--- src/rtl/dm_arb_pkg.sv ---
// Shared types and constants for the data-memory arbiter.
// Alignment rejection is compiled in only when DM_ARB_ALIGN_CHK_EN is defined.
package dm_arb_pkg;

   localparam int AW_DEF = 10;
   localparam int DW_DEF = 32;

   localparam logic PORT_CPU = 1'b0;
   localparam logic PORT_AUX = 1'b1;

   typedef enum logic [1:0] {
      ST_IDLE   = 2'd0,
      ST_ACCESS = 2'd1,
      ST_DONE   = 2'd2
   } state_t;

   // A word access must start on a 4-byte boundary and fit entirely inside memory.
   function automatic logic word_misaligned(input logic byteop, input logic [1:0] lsb,
                                            input logic past_end);
      return !byteop && ((lsb != 2'b00) || past_end);
   endfunction

endpackage

--- src/rtl/rr_pick2.sv ---
// Combinational two-way round-robin picker.
// On a tie the port that was not granted last wins.
module rr_pick2 (
   input  logic [1:0] req,
   input  logic [1:0] mask,
   input  logic       last_gnt,
   output logic       valid,
   output logic       winner
);

   logic [1:0] eff;

   assign eff    = req & ~mask;
   assign valid  = |eff;
   assign winner = (&eff) ? ~last_gnt : eff[1];

endmodule

--- src/rtl/dm_arbiter.sv ---
// Two-port arbiter and sequencer for the single-port 1 KB data memory.
// Optional alignment rejection: define DM_ARB_ALIGN_CHK_EN.
//
// state  | meaning
// IDLE   | no access in flight, arbitrating raw requests
// ACCESS | memory pins driven from request registers, result captured at exit
// DONE   | ack of winner high, re-arbitrating with the winner masked
module dm_arbiter
   import dm_arb_pkg::*;
#(
   parameter int AW = AW_DEF,
   parameter int DW = DW_DEF
) (
   input  logic          clk,
   input  logic          rst,
   input  logic          req0,
   input  logic          req1,
   input  logic          we0,
   input  logic          we1,
   input  logic          byteop0,
   input  logic          byteop1,
   input  logic [AW-1:0] addr0,
   input  logic [AW-1:0] addr1,
   input  logic [DW-1:0] wdata0,
   input  logic [DW-1:0] wdata1,
   output logic          ack0,
   output logic          ack1,
   output logic [DW-1:0] rdata,
   output logic          err,
   output logic          busy,
   output logic [AW-1:0] mem_addr,
   output logic [DW-1:0] mem_din,
   output logic          mem_we,
   output logic          mem_byteop,
   input  logic [DW-1:0] mem_dout
);

   state_t        state_q;
   logic          last_gnt_q;
   logic          win_q;
   logic          we_q;
   logic          byteop_q;
   logic          rej_q;
   logic [AW-1:0] addr_q;
   logic [DW-1:0] wdata_q;
   logic          ack0_q;
   logic          ack1_q;
   logic          err_q;
   logic [DW-1:0] rdata_q;

   logic [1:0]    mask;
   logic          pick_valid;
   logic          pick_win;
   logic          latch;
   logic          sel_we;
   logic          sel_byteop;
   logic [AW-1:0] sel_addr;
   logic [DW-1:0] sel_wdata;
   logic          sel_rej;

   // In DONE the current winner still holds req for one more cycle.
   assign mask = (state_q == ST_DONE) ? (win_q ? 2'b10 : 2'b01) : 2'b00;

   rr_pick2 u_pick (
      .req      ({req1, req0}),
      .mask     (mask),
      .last_gnt (last_gnt_q),
      .valid    (pick_valid),
      .winner   (pick_win)
   );

   assign latch      = pick_valid && ((state_q == ST_IDLE) || (state_q == ST_DONE));
   assign sel_we     = pick_win ? we1     : we0;
   assign sel_byteop = pick_win ? byteop1 : byteop0;
   assign sel_addr   = pick_win ? addr1   : addr0;
   assign sel_wdata  = pick_win ? wdata1  : wdata0;

`ifdef DM_ARB_ALIGN_CHK_EN
   localparam logic [AW-1:0] LAST_WORD = ~AW'(3);
   assign sel_rej = word_misaligned(sel_byteop, sel_addr[1:0], sel_addr > LAST_WORD);
`else
   assign sel_rej = 1'b0;
`endif

   always_ff @(posedge clk or posedge rst) begin
      if (rst) begin
         state_q    <= ST_IDLE;
         last_gnt_q <= 1'b1;
         win_q      <= PORT_CPU;
         we_q       <= 1'b0;
         byteop_q   <= 1'b0;
         rej_q      <= 1'b0;
         addr_q     <= '0;
         wdata_q    <= '0;
         ack0_q     <= 1'b0;
         ack1_q     <= 1'b0;
         err_q      <= 1'b0;
         rdata_q    <= '0;
      end else begin
         case (state_q)
            ST_IDLE: begin
               if (pick_valid) state_q <= ST_ACCESS;
            end
            ST_ACCESS: begin
               rdata_q    <= (we_q || rej_q) ? '0 : mem_dout;
               err_q      <= rej_q;
               last_gnt_q <= win_q;
               ack0_q     <= (win_q == PORT_CPU);
               ack1_q     <= (win_q == PORT_AUX);
               state_q    <= ST_DONE;
            end
            ST_DONE: begin
               ack0_q  <= 1'b0;
               ack1_q  <= 1'b0;
               state_q <= pick_valid ? ST_ACCESS : ST_IDLE;
            end
            default: state_q <= ST_IDLE;
         endcase

         if (latch) begin
            win_q    <= pick_win;
            we_q     <= sel_we;
            byteop_q <= sel_byteop;
            addr_q   <= sel_addr;
            wdata_q  <= sel_wdata;
            rej_q    <= sel_rej;
         end
      end
   end

   // Write strobe follows the state register so a reset mid-access kills it at once.
   assign mem_we     = (state_q == ST_ACCESS) && we_q && !rej_q;
   assign mem_addr   = addr_q;
   assign mem_din    = wdata_q;
   assign mem_byteop = byteop_q;
   assign ack0       = ack0_q;
   assign ack1       = ack1_q;
   assign rdata      = rdata_q;
   assign err        = err_q;
   assign busy       = (state_q != ST_IDLE);

endmodule

--- config.mk ---
export PLATFORM = sky130hd
export DESIGN_NAME = dm_arbiter
export DESIGN_NICKNAME = d
export VERILOG_FILES = /design/src/rtl/dm_arb_pkg.sv /design/src/rtl/rr_pick2.sv /design/src/rtl/dm_arbiter.sv
export SDC_FILE = /design/constraint.sdc
export NUM_CORES = 1
export LEC_CHECK = 0
export CORE_ASPECT_RATIO = 0.9
export CORE_MARGIN = 2
export CORE_UTILIZATION = 35
export CTS_CLUSTER_DIAMETER = 30
export DETAILED_ROUTE_END_ITERATION = 7
export HOLD_SLACK_MARGIN = 0.06
export PLACE_DENSITY = 0.77
export SYNTH_ARGS = -nofsm -noshare
export SYNTH_HDL_FRONTEND = slang
export SYNTH_SLANG_ARGS = --single-unit
--- constraint.sdc ---
create_clock -name clk -period 2.3 [get_ports clk]
set_input_delay 0.23 -clock clk [delete_from_list [all_inputs] [get_ports clk]]
set_output_delay 0.23 -clock clk [all_outputs]
set_load 0.01 [all_outputs]
# Word-level counts from Yosys, hierarchy flattened
# Index checks and enable logic that the tools add are counted.
# word_totals
ff_bits,82
word_cells,38
# classes
muxes,13
n_reduce_logical,8
n_bitwise,4
n_eq_ne,3
# op_table
operator,n
two-way mux 32 bit,2
two-way mux 10 bit,1
two-way mux 2 bit,3
one-hot mux 2 bit (3 select lines),1
two-way mux 1 bit,4
one-hot mux 1 bit (2 select lines),2
nonzero test 2 bit,2
bitwise AND 2 bit,1
== test 2 x 1 -> 1 bit (second input constant),1
== test 2 bit (second input constant),1
logical AND 1 bit,2
zero test 2 bit,1
!= test 2 bit (second input constant),1
NOT 1 bit,2
NOT 2 bit,1
AND reduction 2 bit,1
OR reduction 2 bit,1
logical OR 1 bit,1

# Logic depth before layout (Yosys ltp)
# Gate-level depths: netlist of the first run.
# depth
ltp_word,7
ltp_mapped,9
mapped_depth_nobuf,6

# Cells and area by module
# A second synthesis of the first run with hierarchy kept.
# hier_totals
hier_cells,252
area_unflattened_um2,3858.7
# by_module_without_submodules
module,area_per_inst_um2,cells_each,instances
dm_arbiter,3819.9,247,1
rr_pick2,38.8,5,1

# Worst setup path before layout of the first run
# No wires, ideal clock.
# synth_path
path_type,register to register
from,register state_q[0]
to,register wdata_q[10] (netlist: mem_din[10])
period_less_slack_ps,1725
arrival_time_ps,1588
path_stages_with_launch,10
setup_slack_ps,575
setup_ps,137
required_ps,2163
path_cell_list,dfrtp_1 inv_1 ha_1 buf_6 a21boi_0 o21ai_0 buf_6 buf_8 mux2i_1 a21oi_1
# synth_between
elab_chain_len,7
# synth_lines
element,line_no,text
from (decl),dm_arbiter.sv:38,state_t state_q;
from (signal assigned),dm_arbiter.sv:115,state_q <= pick_valid ? ST_ACCESS : ST_IDLE;
== test 2 bit,"dm_arbiter.sv:62, dm_arbiter.sv:72",
two-way mux 2 bit,dm_arbiter.sv:62,assign mask = (state_q == ST_DONE) ? (win_q ? 2'b10 : 2'b01) : 2'b00;
NOT 2 bit,rr_pick2.sv:13,assign eff = req & ~mask;
bitwise AND 2 bit,rr_pick2.sv:13,
AND reduction 2 bit,rr_pick2.sv:15,assign winner = (&eff) ? ~last_gnt : eff[1];
two-way mux 1 bit,rr_pick2.sv:15,
two-way mux 32 bit,dm_arbiter.sv:76,assign sel_wdata = pick_win ? wdata1 : wdata0;
to (signal assigned),dm_arbiter.sv:125,wdata_q <= sel_wdata;
to (decl),dm_arbiter.sv:45,logic [DW-1:0] wdata_q;
# Parallel ways exist; a longest one is shown, timed or not.
# A chain may end at the register's enable or synchronous reset.

# Worst setup path in the final report of the first run
# layout_path
from,register state_q[0]
to,output port busy
# layout_between
elab_chain_len,1
# layout_lines
element,line_no,text
nonzero test 2 bit,dm_arbiter.sv:140,assign busy = (state_q != ST_IDLE);
to (decl),dm_arbiter.sv:30,"output logic busy,"
# No other way between the ends.

==> results.toml, run 1 <==
[detailed_routing]
vias_per_cell = 4.66
postRouteAntennaNets = 0
dr_total_vias = 3240
first_iter_violations = 190
routedWlPerCell_um = 14.1
drt-total-wl_mm = 9.83
drc = 0
dr.pass1.iters = 5

[critical_path]
crit_fanout = 4
slowest_delay_ns = 0.55
critical_path.cell_chain = "inv_1 > ha_1 > inv_1 > clkdlybuf4s50_1"
crit_family = "buffers and inverters"
r2r_end = "mem_din[26]"
crit_path_end_kind = "output pin"
cp_num_buf_inv = 3
critPathRequiredTime_ns = 2.07
reg2regPathDepth = 7
path_class = "register to output pin"
worst-r2r-setup-slack_ns = 0.34
cp-start-kind = "register"
critPathArrivalTime_ns = 1.74
cp.depth = 4
worstSetupStartpoint = "state_q[0]"
critPathMostFrequentCell = "inv_1"
r2r_start = "state_q[0]"
slowest_stage = "clkdlybuf4s50_1"
critical_path.endpoint = "busy"

[sta]
finalHoldViolations = 0
setup_viol = 0
clock_skew_ns = 0.00689
slew_viol_final = 0
rsz0062_at_grt = "false"
timing.final.ws_setup_ns = 0.331
period_needed_ns = 1.97
worst_hold_slack_ns = 0.321
max_freq_mhz = 508
fin_tns_setup_ns = 0
fin_crit_sh = 0.856

[power_and_ir_drop]
leakagePower_nw = 2.68
cellPowerDensity_nw_per_um2 = 1280
power_w = 0.00787
ir_worst_vdd_mv = 0.627

[floorplanning]
die_h_um = 101
num_io_pins = 204
start_util = 0.358
core_area_um2 = 10200
row_count = 35
fp.dieArea_um2 = 11300
die_w_um = 112

[clock_tree]
cts_buffer_depth = 2
post_cts_resized = 0
numClockSinks = 82
root_buffer = "clkbuf_16"
htree_levels = 3
cts_tree = "done"
numCtsBuffers = 9
cts_hold_buf = 0
insertion_delay_ns = 0.32
post_cts_buffers = 0
cts.clk_slew.worst_paths_ns = 0.06

[global_route]
grt_usage = 0.176
grt_pass1_wl_mm = 16.1
grt_max_degree = 90
grt_overflow_total = 0
grt_pass1_vias = 3395
antenna_found_initial = 0

[synth]
ys_seq_elements = 82
ys.flop_type = "dfrtp_1"
avgSynthCellArea_um2 = 10.1
synth_area_um2 = 3670
syn_nets = 494
yosys_warnings = 0
synth_top_area_cell = "dfrtp_1"
yosysMostFrequentCell = "dfrtp_1"
synth_top_cells_by_count = "81 x dfrtp_1, 47 x nor2_1, 45 x mux2i_1, 44 x a21oi_1, 38 x inv_1"
ys_seq_area_frac = 0.559
ys_async_sr_fraction = 1.00
synth_top_area_share = 0.552
synth_cell_type_count = 23
synth_edf_count = 0
syn_inst = 365
synth_area_leaders = "dfrtp_1 55%, mux2i_1 12%, a21oi_1 6.0%, nor2_1 4.8%, o21ai_0 4.5%"

[placed_design]
place_hpwl_mm = 7.27
pre_cts_ws_ns = 0.292
gp_congestion = 0.795
io_buffers = 202

[cells_and_area]
area_delta_synth_final_pct = 67.7
multi_input_area_um2 = 1330
drive_above_1_share = 0.0530
ff_latch_area_um2 = 2050
nFillCells = 885
n_antenna_cell = 0
nNetsFinal = 691

[status]
status = "completed"

[min_path]
hp-class = "input pin to asynchronous set/reset pin"

[flow_run]
drv_cap = 0
-- report_power, final --
group,internal (W),total (W),switching (W)
Combinational,0.00196,0.00370,0.00174
Sequential,0.00215,0.00254,0.000387
Clock,0.00106,0.00163,0.000568
-- registers in the layout, indices dropped and copies added, names as in the netlist --
| name | count |
|---|---|
| mem_byteop | 1 |
| ack1 | 1 |
| state_q | 2 |
| ack0 | 1 |
| we_q | 1 |
| win_q | 1 |
| mem_din | 32 |
| rdata | 32 |
| last_gnt_q | 1 |
| mem_addr | 10 |
-- area by class of cell --
| cell class | count | area share |
|---|---|---|
| Clock buffer | 9 | 0.0366 |
| Clock inverter | 6 | 0.0187 |
| Inverter | 38 | 0.0238 |
| Multi-Input combinational cell | 222 | 0.217 |
| Sequential cell | 82 | 0.333 |
| Tap cell | 129 | 0.0262 |
| Timing Repair Buffer | 209 | 0.345 |
-- stage by stage --
stage	area (um2)	utilization	instances
2_1_floorplan	3680	-	365
3_3_place_gp	5820	0.568	680
3_5_place_dp	5820	0.568	680
4_1_cts	6160	0.601	695
5_1_grt	6160	0.601	695
6_report	6160	0.601	695
-- layout by cell type (no fill, tap or decap), drive strengths merged, types with 2 or more instances in the layout --
cell type      netlist  layout
nor2                47      47
o22ai                3       3
inv                 38      38
mux2i               45      45
a21oi               45      45
clkdlybuf4s50        0     202
o2bb2ai              2       2
o21ai               33      33
clkbuf               8       9
mux2                 3       3
buf                 15       7
nand2               34      34
clkinvlp             0       2
bufinv               0       3
dfrtp               81      81
ha                   5       5
-- metal layers --
metal,global-route usage,part of all wire,vias to the layer above
li1,-,-,1587
met1,0.209,0.41,1488
met2,0.302,0.48,150
met3,0.0694,0.095,15
met4,0.0497,0.013,0
met5,0,0,-
-- worst min path at each step --
stage / startpoint / endpoint / slack, ns / cells after the start
CTS: rst / mem_addr[9] / 0.32 / 3
global placement: ack0 / ack0 / 0.50 / 1
finish: rst / mem_addr[1] / 0.32 / 3
detailed placement: ack0 / ack0 / 0.50 / 1
global route: rst / mem_addr[9] / 0.34 / 3
floorplan: mem_dout[0] / rdata[0] / 0.35 / 2
-- worst register-to-register path: cells and delay by family (launching register included) --
family / cells / cell delay, ns
fa+ha+maj: 1 / 0.24
flops: 1 / 0.41
buf+inv: 2 / 0.31
mux: 1 / 0.27
compound gates: 3 / 0.60
-- kinds of logic (layout without fill, tap and decap cells) --
logic type / count (synthesis) / after routing / synth area share
adder cells (fa/ha/maj): 5 / 5 / 0.0170
multiplexers: 48 / 48 / 0.132
flip-flops: 82 / 82 / 0.559
AO/OA/AOI/OAI: 84 / 84 / 0.119
buffers and inverters: 61 / 262 / 0.0838
other: 1 / 1 / 0.00102
AND/OR/NAND/NOR: 84 / 84 / 0.0882
No activity file was read; power rests on OpenSTA's default activity.
==> run 2, diff against run 1 <==
Settings changed: CORE_UTILIZATION 35 to 50, DONT_BUFFER_PORTS set to 1, PLACE_DENSITY 0.77 to 0.68.
==> run 2 against run 1 <==
  * Via count is 19% lower
  * Combinational power is 48% lower
  * Fmax is 6.2% higher
  * Critical path depth is 3 higher
  * Core utilization is 0.93 points higher
  * Clock-buffer cell count is 3 higher
  * Wire length is 15% lower
  * Flip-flop and latch count stayed put
  * Global-route usage is 3.1 points higher
  * Critical path type is now register to register
  * Highest routed layer unchanged
==> results.toml, run 2 (synthesis results as in run 1) <==
[floorplanning]
core_area_um2 = 7080
die_h_um = 85.3
num_io_pins = 204
row_count = 29
fp.dieArea_um2 = 8050
die_w_um = 94.4
start_util = 0.519

[flow_run]
drv_cap = 0

[cells_and_area]
nFillCells = 572
area_delta_synth_final_pct = 17.6
multi_input_area_um2 = 1330
drive_above_1_share = 0.0777
nNetsFinal = 523
most-common-layout-cells = "81 x dfrtp_1, 47 x nor2_1, 45 x mux2i_1, 44 x a21oi_1, 37 x inv_1"
final_common_cell = "dfrtp_1"
ff_latch_area_um2 = 2050
n_antenna_cell = 0

[detailed_routing]
dr.pass1.iters = 4
drt-total-wl_mm = 8.31
dr_total_vias = 2631
postRouteAntennaNets = 0
vias_per_cell = 5.35
routedWlPerCell_um = 16.9
first_iter_violations = 41
drc = 0

[clock_tree]
htree_levels = 3
cts.clk_slew.worst_paths_ns = 0.09
insertion_delay_ns = 0.34
numCtsBuffers = 9
numClockSinks = 82
cts_hold_buf = 33
cts_buffer_depth = 2
post_cts_resized = 0
cts_tree = "done"
root_buffer = "clkbuf_8"
post_cts_buffers = 0

[sta]
maxSlewHeadroom = 0.514
fin_crit_sh = 0.806
timing.final.ws_setup_ns = 0.446
slew_viol_final = 0
worst_hold_slack_ns = 0.0854
fin_tns_setup_ns = 0
clock_skew_ns = 0.0115
setup_viol = 0
rsz0062_at_grt = "false"
finalHoldViolations = 0
max_freq_mhz = 539
worst_pin_slew_ns = 0.728
period_needed_ns = 1.85

[placed_design]
io_buffers = 0
gp_congestion = 0.690
place_hpwl_mm = 5.61
pre_cts_ws_ns = 0.455

[critical_path]
worstSetupStartpoint = "state_q[0]"
slowest_stage = "dfrtp_1"
crit_path_end_kind = "register"
path_class = "register to register"
crit_family = "compound AO/OA/AOI/OAI gates"
reg2regPathDepth = 7
worst-r2r-setup-slack_ns = 0.45
cp-start-kind = "register"
cp_num_buf_inv = 2
r2r_end = "mem_addr[2]"
slowest_delay_ns = 0.41
critPathArrivalTime_ns = 2.08
r2r_start = "state_q[0]"
critical_path.endpoint = "mem_addr[2]"
cp.depth = 7
crit_fanout = 45
critPathRequiredTime_ns = 2.53
critical_path.cell_chain = "inv_1 > ha_1 > a21boi_0 > o21ai_4 > buf_12 > mux2i_1 > a21oi_1"

[power_and_ir_drop]
leakagePower_nw = 1.99
power_w = 0.00605
ir_worst_vdd_mv = 0.616
cellPowerDensity_nw_per_um2 = 1400

[global_route]
grt_usage = 0.207
antenna_found_initial = 0
grt_overflow_total = 0
grt_max_degree = 55
grt_pass1_wl_mm = 12.9
grt_pass1_vias = 2643

[min_path]
hp-class = "input pin to register"

[status]
status = "completed"
==> run 2: report_power, final <==
part / switching, W / total [W] / internal, W
Sequential: 0.000828 / 0.00297 / 0.00215
Clock: 0.000498 / 0.00117 / 0.000672
Combinational: 0.00111 / 0.00191 / 0.000793
Total: 0.00244 / 0.00605 / 0.00361
==> run 2: through the flow <==
| stage | util | cells | instance area, um2 |
|---|---|---|---|
| 6_report | 0.610 | 492 | 4320 |
| 5_1_grt | 0.610 | 492 | 4320 |
| 4_1_cts | 0.610 | 492 | 4320 |
| 3_5_place_dp | 0.531 | 443 | 3760 |
| 3_3_place_gp | 0.531 | 443 | 3760 |
| 2_1_floorplan | - | 365 | 3680 |
==> run 2: how the worst min path moves through the flow <==
stage,start,end,cells past startpoint
6_report,wdata1[6],mem_din[6],2
5_1_grt,wdata1[15],mem_din[15],2
4_1_cts,wdata1[26],mem_din[26],2
3_5_place_dp,rst,mem_din[21],1
3_3_place_gp,rst,mem_din[21],1
2_1_floorplan,mem_dout[0],rdata[0],2
==> run 2: area by class of cell <==
cell class,count,share of cell area
sequential,82,0.475
multi-input combinational,222,0.309
timing repair buffer,41,0.102
clock buffer,12,0.0359
inverter,38,0.0339
tap,93,0.0269
clock inverter,4,0.0171
==> run 2: routing by layer <==
metal	track usage	up-vias	part of all wire
met5	0	-	0
met4	0.0922	0	0.019
met3	0.0728	14	0.11
met2	0.344	157	0.49
met1	0.241	1213	0.38
li1	-	1247	-
